### config.mk
export PLATFORM = sky130hd
export DESIGN_NAME = register_file_mp
export DESIGN_NICKNAME = d
export VERILOG_FILES = /design/src/rtl/register_file_mp.sv
export SDC_FILE = /design/constraint.sdc
export NUM_CORES = 2
export LEC_CHECK = 0
export BUFFER_PORTS_ARGS = -buffer_cell sky130_fd_sc_hd__clkbuf_2
export CAP_MARGIN = 30
export CELL_PAD_IN_SITES_DETAIL_PLACEMENT = 0
export CELL_PAD_IN_SITES_GLOBAL_PLACEMENT = 2
export CORE_UTILIZATION = 50
export CTS_BUF_LIST = sky130_fd_sc_hd__clkbuf_4 sky130_fd_sc_hd__clkbuf_8
export DETAILED_ROUTE_END_ITERATION = 6
export PLACE_DENSITY = 0.89
export SYNTH_ARGS = -nofsm -noshare
export SYNTH_HDL_FRONTEND = slang
export SYNTH_SLANG_ARGS = --single-unit
export TNS_END_PERCENT = 20
### constraint.sdc
create_clock -name clk -period 17.8 [get_ports clk]
set_input_delay 0.89 -clock clk [delete_from_list [all_inputs] [get_ports clk]]
set_output_delay 0.89 -clock clk [all_outputs]
set_load 0.03 [all_outputs]
### src/rtl/register_file_mp.sv
// +----------------------------------------------------------------------------+
// | Module      : register_file_mp                                             |
// | Description : Multi-port register file: NUM_RD combinational read ports,   |
// |               two prioritised synchronous write ports, optional hardwired  |
// |               zero register and a post-reset clear sweep that gates ready. |
// |               Optional macro REGFILE_BYPASS_EN adds write-to-read          |
// |               forwarding in the same cycle.                                |
// | Revision    : 1.0 - initial release                                        |
// +----------------------------------------------------------------------------+
`default_nettype none

module register_file_mp #(
  parameter int DATA_W   = 64,
  parameter int ADDR_W   = 5,
  parameter int NUM_RD   = 2,
  parameter int ZERO_REG = 1
) (
  input  logic                       clk,
  input  logic                       rst,
  output logic                       ready,
  input  logic                       we0,
  input  logic [ADDR_W-1:0]          waddr0,
  input  logic [DATA_W-1:0]          wdata0,
  input  logic                       we1,
  input  logic [ADDR_W-1:0]          waddr1,
  input  logic [DATA_W-1:0]          wdata1,
  input  logic [NUM_RD*ADDR_W-1:0]   raddr,
  output logic [NUM_RD*DATA_W-1:0]   rdata
);

  localparam int DEPTH = 2**ADDR_W;

  typedef enum logic {
    ST_INIT = 1'b0,
    ST_RUN  = 1'b1
  } state_t;

  state_t              state_q, state_d;
  logic [ADDR_W-1:0]   clr_ptr_q, clr_ptr_d;
  logic                ready_q, ready_d;
  logic [DATA_W-1:0]   mem_q [DEPTH];

  logic                w_wr0;
  logic                w_wr1;

  // Writes only count in RUN, and never land on the hardwired zero entry.
  assign w_wr0 = (state_q == ST_RUN) && we0 && !((ZERO_REG != 0) && (waddr0 == '0));
  assign w_wr1 = (state_q == ST_RUN) && we1 && !((ZERO_REG != 0) && (waddr1 == '0));

  always_ff @(posedge clk) begin
    if (rst) begin
      state_q   <= ST_INIT;
      clr_ptr_q <= '0;
      ready_q   <= 1'b0;
    end else begin
      state_q   <= state_d;
      clr_ptr_q <= clr_ptr_d;
      ready_q   <= ready_d;
    end
  end

  always_comb begin
    state_d   = state_q;
    clr_ptr_d = clr_ptr_q;
    ready_d   = ready_q;
    if (state_q == ST_INIT) begin
      clr_ptr_d = clr_ptr_q + 1'b1;
      if (clr_ptr_q == {ADDR_W{1'b1}}) begin
        state_d = ST_RUN;
        ready_d = 1'b1;
      end
    end
  end

  // Port 1 is applied last so it wins an address collision.
  always_ff @(posedge clk) begin
    if (!rst) begin
      if (state_q == ST_INIT) begin
        mem_q[clr_ptr_q] <= '0;
      end else begin
        if (w_wr0) mem_q[waddr0] <= wdata0;
        if (w_wr1) mem_q[waddr1] <= wdata1;
      end
    end
  end

  assign ready = ready_q;

  generate
    for (genvar k = 0; k < NUM_RD; k++) begin : g_rd
      logic [ADDR_W-1:0] w_ra;
      logic [DATA_W-1:0] w_lane;

      assign w_ra = raddr[k*ADDR_W +: ADDR_W];

      always_comb begin
        w_lane = mem_q[w_ra];
`ifdef REGFILE_BYPASS_EN
        if (w_wr0 && (waddr0 == w_ra)) w_lane = wdata0;
        if (w_wr1 && (waddr1 == w_ra)) w_lane = wdata1;
`endif
        // Contents are not architectural until the sweep completes.
        if ((state_q == ST_INIT) || ((ZERO_REG != 0) && (w_ra == '0))) w_lane = '0;
      end

      assign rdata[k*DATA_W +: DATA_W] = w_lane;
    end
  endgenerate

endmodule

`default_nettype wire

# ---- After elaboration in Yosys (flattened, before gate mapping)
# Memory sizes are Yosys's and may differ from the RTL's.
# Index checks and enable logic that the tools add are counted.
dict set report word_totals {
  reg_bits 7
  ramBits 2048
  in_bits 152
  out_inout_bits 129
  elab_cells 39
  n_memories 1
}
dict set report classes {
  addsub 1
  eq_ne 1
  n_mux 18
  bitwise_logic 1
  reduce_logical 14
}
# name depth width rd rd_clocked_by_memory_dff wr line_no
set memory_table {}
lappend memory_table {mem_q 32 64 2 0 2 41} ;# logic [DATA_W-1:0] mem_q [DEPTH];
# op n
set op_table {}
lappend op_table {{$mux 64} 3}
lappend op_table {{$reduce_or 64->1} 1}
lappend op_table {{$logic_not 5->1} 4}
lappend op_table {{$mux 1} 14}
lappend op_table {{$add 5x1->5 const B} 1}
lappend op_table {{$eq 5x5->1 const B} 1}
lappend op_table {{$mux 5} 1}
lappend op_table {{$logic_and 1x1->1} 4}
lappend op_table {{$logic_not 1->1} 2}
lappend op_table {{$logic_or 1x1->1} 2}
lappend op_table {{$reduce_and 2->1} 1}
lappend op_table {{$not 1->1} 1}

# ---- Longest topological paths before layout
dict set report logic_depth {
  word_depth 9
  ltp_mapped 8
  depth_no_buf 5
}

# ---- Worst setup path before layout
# OpenSTA, ideal clock, no wires.
dict set report synth_path {
  kind {input port to flip-flop}
  start {in waddr0[2]}
  end {mem mem_q[27][0] (enable)}
  arrival_time_ps 6698
  path_slack_ps 10518
  stages 6
  path_cell_list {clkbuf_1 > nor3_2 > a21oi_2 > buf_2 > o32a_1 > o32ai_1}
}
# item line_no
set synth_rtl {}
lappend synth_rtl {{start: declaration} 22} ;# input logic [ADDR_W-1:0] waddr0,
lappend synth_rtl {{end: declaration} 41}

# ---- Final worst setup path
dict set report layout_path {
  start {in raddr[0]}
  end {out rdata[19]}
}
dict set report layout_via {
  elab_chain_cells 3
  elab_cells_between_ends 4
  cone_classes {mux: 1; reduce/logical: 2; memory: 1}
}
# item line_no
set layout_lines {}
lappend layout_lines {{start: declaration} 27} ;# input logic [NUM_RD*ADDR_W-1:0] raddr,
lappend layout_lines {{parallel branches: the longest is 2 deep, another holds $mem_v2 32x64} -}
lappend layout_lines {{$mux 64 (*)} 103} ;# if ((state_q == ST_INIT) || ((ZERO_REG != 0) && (w_ra == '0))) w_lane = '0;
lappend layout_lines {{end: declaration} 28} ;# output logic [NUM_RD*DATA_W-1:0] rdata
# Every way passes the cells marked *.

==> tab_implementation.tex <==
\begin{tabular}{lr}
\hline
Metric & Value \\
\hline
\multicolumn{2}{l}{\textbf{Run status}} \\
Status & finished clean \\
\multicolumn{2}{l}{\textbf{Worst setup path}} \\
Startpoint type of the worst setup path & input port \\
Maximum fanout along the worst path & 56 \\
Kind of critical path & input port to output pin \\
Data arrival at the endpoint of the critical path & 5.76 ns \\
Critical path capture point & rdata[19] \\
Worst Reg2Reg Path Length in Cells & 8 \\
Ordered cell list for the critical path & buf\_8, buf\_4, buf\_4, buf\_4, buf\_16, buf\_4, mux4\_2, a22o\_1, a31oi\_1, nand4\_1, clkbuf\_2 \\
Data required time at the worst endpoint & approximately 17 ns \\
Terminus of the critical flop-to-flop path & mem\_q[28][22]\$\_DFFE\_PP\_ \\
Critical path's slowest cell & buf\_4 \\
Critical path launch point & raddr[0] \\
Top cell by count, worst path & buf\_4 \\
Nature of the critical path endpoint & output pin \\
Max stage delay on crit path & between 0.8 and 0.9 ns \\
Worst reg2reg startpoint & state\_q\$\_SDFF\_PP0\_ \\
R2r setup slk & 12.93 ns \\
\multicolumn{2}{l}{\textbf{Flow run}} \\
Number of violations of the max-capacitance limit & 0 \\
\multicolumn{2}{l}{\textbf{Route}} \\
\# DRC & 0 \\
Sum of routed wire length over all layers & 440.2 mm \\
Number of iterations in the first detailed-routing pass & 6 \\
Average vias per placed instance & 7.354 \\
Vias & between 80,000 and 90,000 \\
Drt wl/cell & between 40 and 50 um \\
Final ANT Viol Nets & 0 \\
DRC violation total after the first TritonRoute iteration & 11,498 \\
\multicolumn{2}{l}{\textbf{Timing}} \\
Number of pins with negative max-slew slack in the final report & 0 \\
Relative slew slack & 0.07896 \\
Total setup violations reported at the end of the flow & 0 \\
Unrepaired setup endpoints after global routing & no \\
Setup TNS & 0 ns \\
Period utilisation layout & 0.3734 \\
FMAX & 150.5 MHz \\
Slew at the pin with the worst max-slew slack & 1.382 ns \\
Count of endpoints failing hold in the final timing report & 0 \\
Worst Clk Skew & between 0.09 and 0.1 ns \\
Final min period & approximately 6.6 ns \\
\multicolumn{2}{l}{\textbf{Final layout}} \\
Storage cell area & 0.06164 mm2 \\
Post-route insts no fill & 10,959 \\
Syn-to-layout area delta & 10.19\% \\
Share of layout cells above drive strength 1 & 0.5077 \\
Fill cells & 18,641 \\
Number of nets in the layout & between 7,000 and 8,000 \\
Area taken by multi-input logic gates & 0.05377 mm2 \\
\multicolumn{2}{l}{\textbf{Floorplanning}} \\
Die boundary height & 490.3 um \\
Horizontal die dimension & 490.3 um \\
Total number of placement rows & 178 \\
Starting density of the core & 0.5050 \\
Die footprint & 0.2404 mm2 \\
Core area & between 0.2 and 0.25 mm2 \\
Total I/O pin count & 281 \\
\multicolumn{2}{l}{\textbf{Clock network}} \\
CTS Buf Count & 373 \\
Insertion delay to the later sink of the worst-skew pair & 1.10 ns \\
Setup fix buffers added after clock tree synthesis & 0 \\
Clock-pin slew on the worst setup and hold paths & 0.06 ns \\
Clock sink total & 2,055 \\
Number of resized instances in the post-cts repair step & 0 \\
Clock Tree Root & clkbuf\_8 \\
Clock tree from TritonCTS & done \\
Cts hold-fix bufs & 0 \\
H-tree lvl count & 5 \\
Maximum number of buffers from clock root to sink & 4 \\
\multicolumn{2}{l}{\textbf{Yosys}} \\
Top cell type by total area after synthesis & edfxtp\_1 \\
Count of flip-flops with a built-in enable after synthesis & 2,048 \\
Async set or reset register ratio after synthesis & 0 \\
Count leader, synth & edfxtp\_1 \\
Synth area leaders & edfxtp\_1 (52\%), mux2\_2 (19\%), mux4\_2 (15\%) \\
Post-synthesis instance area & 0.1192 mm2 \\
Number of distinct library cells after synthesis & 56 \\
Share of the yosys chip area belonging to registers & 0.5171 \\
Dominant register cell in the synthesized netlist & edfxtp\_1 \\
Mean post-synth cell area & 15.69 um2 \\
Leading post-synthesis cells by instance count & edfxtp\_1 (2,048), mux2\_2 (1,984), mux4\_2 (768) \\
Post-synthesis instance total & 7,597 \\
Area share of the leading cell type in the synthesized netlist & 0.5159 \\
Yosys synthesis warning count & 0 \\
Number of nets in the synthesized netlist & 7,751 \\
Post-synthesis register bit count & 2,055 \\
\multicolumn{2}{l}{\textbf{Placement}} \\
Dpl cells & 10,264 \\
Detailed-placement wirelength estimate & 238.0 mm \\
Number of buffer cells added on primary ports & 280 \\
Global placer's final weighted congestion & slightly below 0.9 \\
\multicolumn{2}{l}{\textbf{GRT}} \\
Antenna violations before repair & 26 \\
Global-route congestion overflow total & 0 \\
Wire length of the first global-routing pass & roughly 610 mm \\
Total routing resource utilization after global routing & 0.3588 \\
Number of global-route vias before repair & 80,479 \\
Pin count of the biggest net entering global routing & 139 \\
\multicolumn{2}{l}{\textbf{Pwr}} \\
Cell Pwr Density & 78.91 mW/mm2 \\
IR drop worst, VDD & 0.06601 mV \\
Leakage & about 45 nW \\
\multicolumn{2}{l}{\textbf{Worst hold path}} \\
Hold Path Class & input port to register \\
\hline
\end{tabular}
[layout by cell type, fill, tap and decap left out, drive strengths merged, types with 3 or more instances in the layout]
cell type,instances
clkbuf,792
dfxtp,7
edfxtp,2048
clkinv,124
nand3b,3
nand2b,8
mux4,768
diode,17
o22ai,9
o21bai,7
clkinvlp,5
nor3,11
and2,69
a31oi,130
o32a,4
inv,5
or3,4
o31ai,3
mux2i,515
o21ai,14
nor2b,7
nor3b,4
nand3,135
a22oi,384
bufinv,12
nor2,35
a22o,128
a21oi,4
and4b,5
buf,266
nand4,129
nand2,145
mux2,1984
[state kept, by name (all words and copies together), names as in the netlist]
name,cells
mem_q,2048
clr_ptr_q,5
ready,1
state_q,1
[worst max-delay path, delay by kind of cell]
family          cells  cell delay, ns
buf+inv             7            3.39
simple gates        1            0.19
compound gates      2            0.47
mux                 1            0.60
[power by group]
group	switching (W)	leakage [nW]	internal, W
combinational	0.000373	24.4	0.000224
clock	0.00206	3.77	0.00241
sequential	0.0000142	16.5	0.00528
total	0.00245	44.6	0.00792
[worst min path at each step]
stage                                   start                         to  slack (ns)  cells past startpoint
floorplan           clr_ptr_q[0]$_SDFFE_PP0N_  clr_ptr_q[0]$_SDFFE_PP0N_        0.55                      2
global placement           ready$_SDFFE_PP0P_         ready$_SDFFE_PP0P_        0.47                      2
detailed placement         ready$_SDFFE_PP0P_         ready$_SDFFE_PP0P_        0.48                      2
CTS                                       rst  clr_ptr_q[3]$_SDFFE_PP0N_        0.11                      2
global route                              rst  clr_ptr_q[0]$_SDFFE_PP0N_        0.19                      2
finish                                    rst  clr_ptr_q[3]$_SDFFE_PP0N_        0.19                      2
[kinds of logic (layout without fill, tap and decap cells)]
kind of cell / count (synthesis) / count (layout) / synth area share
adders and majority gates: 2 / 2 / 0.0002099
and+or+nand+nor: 567 / 567 / 0.02526
other: 0 / 17 / 0
muxes: 3267 / 3267 / 0.3758
DFF: 2055 / 2055 / 0.5171
xor gates and xnor gates: 3 / 3 / 0.0002205
buffers and inverters: 1009 / 1204 / 0.03806
AOI/OAI and AO/OA: 694 / 694 / 0.04341
[layout make-up]
type / instances / area share
clock inverter: 142 / 0.007020
sequential: 2055 / 0.4693
tap: 3150 / 0.03001
multi-input combinational: 4533 / 0.4094
timing repair buffer: 552 / 0.03680
inverter: 4 / 0.0001143
clock buffer: 506 / 0.04711
antenna: 17 / 0.0003239
[layer usage]
layer / track usage / vias up / share of wire
met5: 0 / - / 0.00039
met4: 0.2303 / 24 / 0.075
met3: 0.09485 / 1690 / 0.13
met2: 0.5507 / 6407 / 0.45
met1: 0.4510 / 41533 / 0.35
li1: - / 30935 / -
[per-stage QoR]
stage	power, W	cell area, um2	utilization	worst slack, ns	hold WS (ns)
3_5_place_dp	0.005977	123500	0.5230	10.99	0.4778
6_report	0.01036	131400	0.5564	11.15	0.1895
4_1_cts	0.01035	130600	0.5531	10.96	0.1135
5_1_grt	0.01057	131300	0.5563	10.74	0.1922
3_3_place_gp	0.005957	122300	0.5182	10.77	0.4718
2_1_floorplan	0.005782	119200	-	10.52	0.5524
Power figures use the tool's default switching activity.
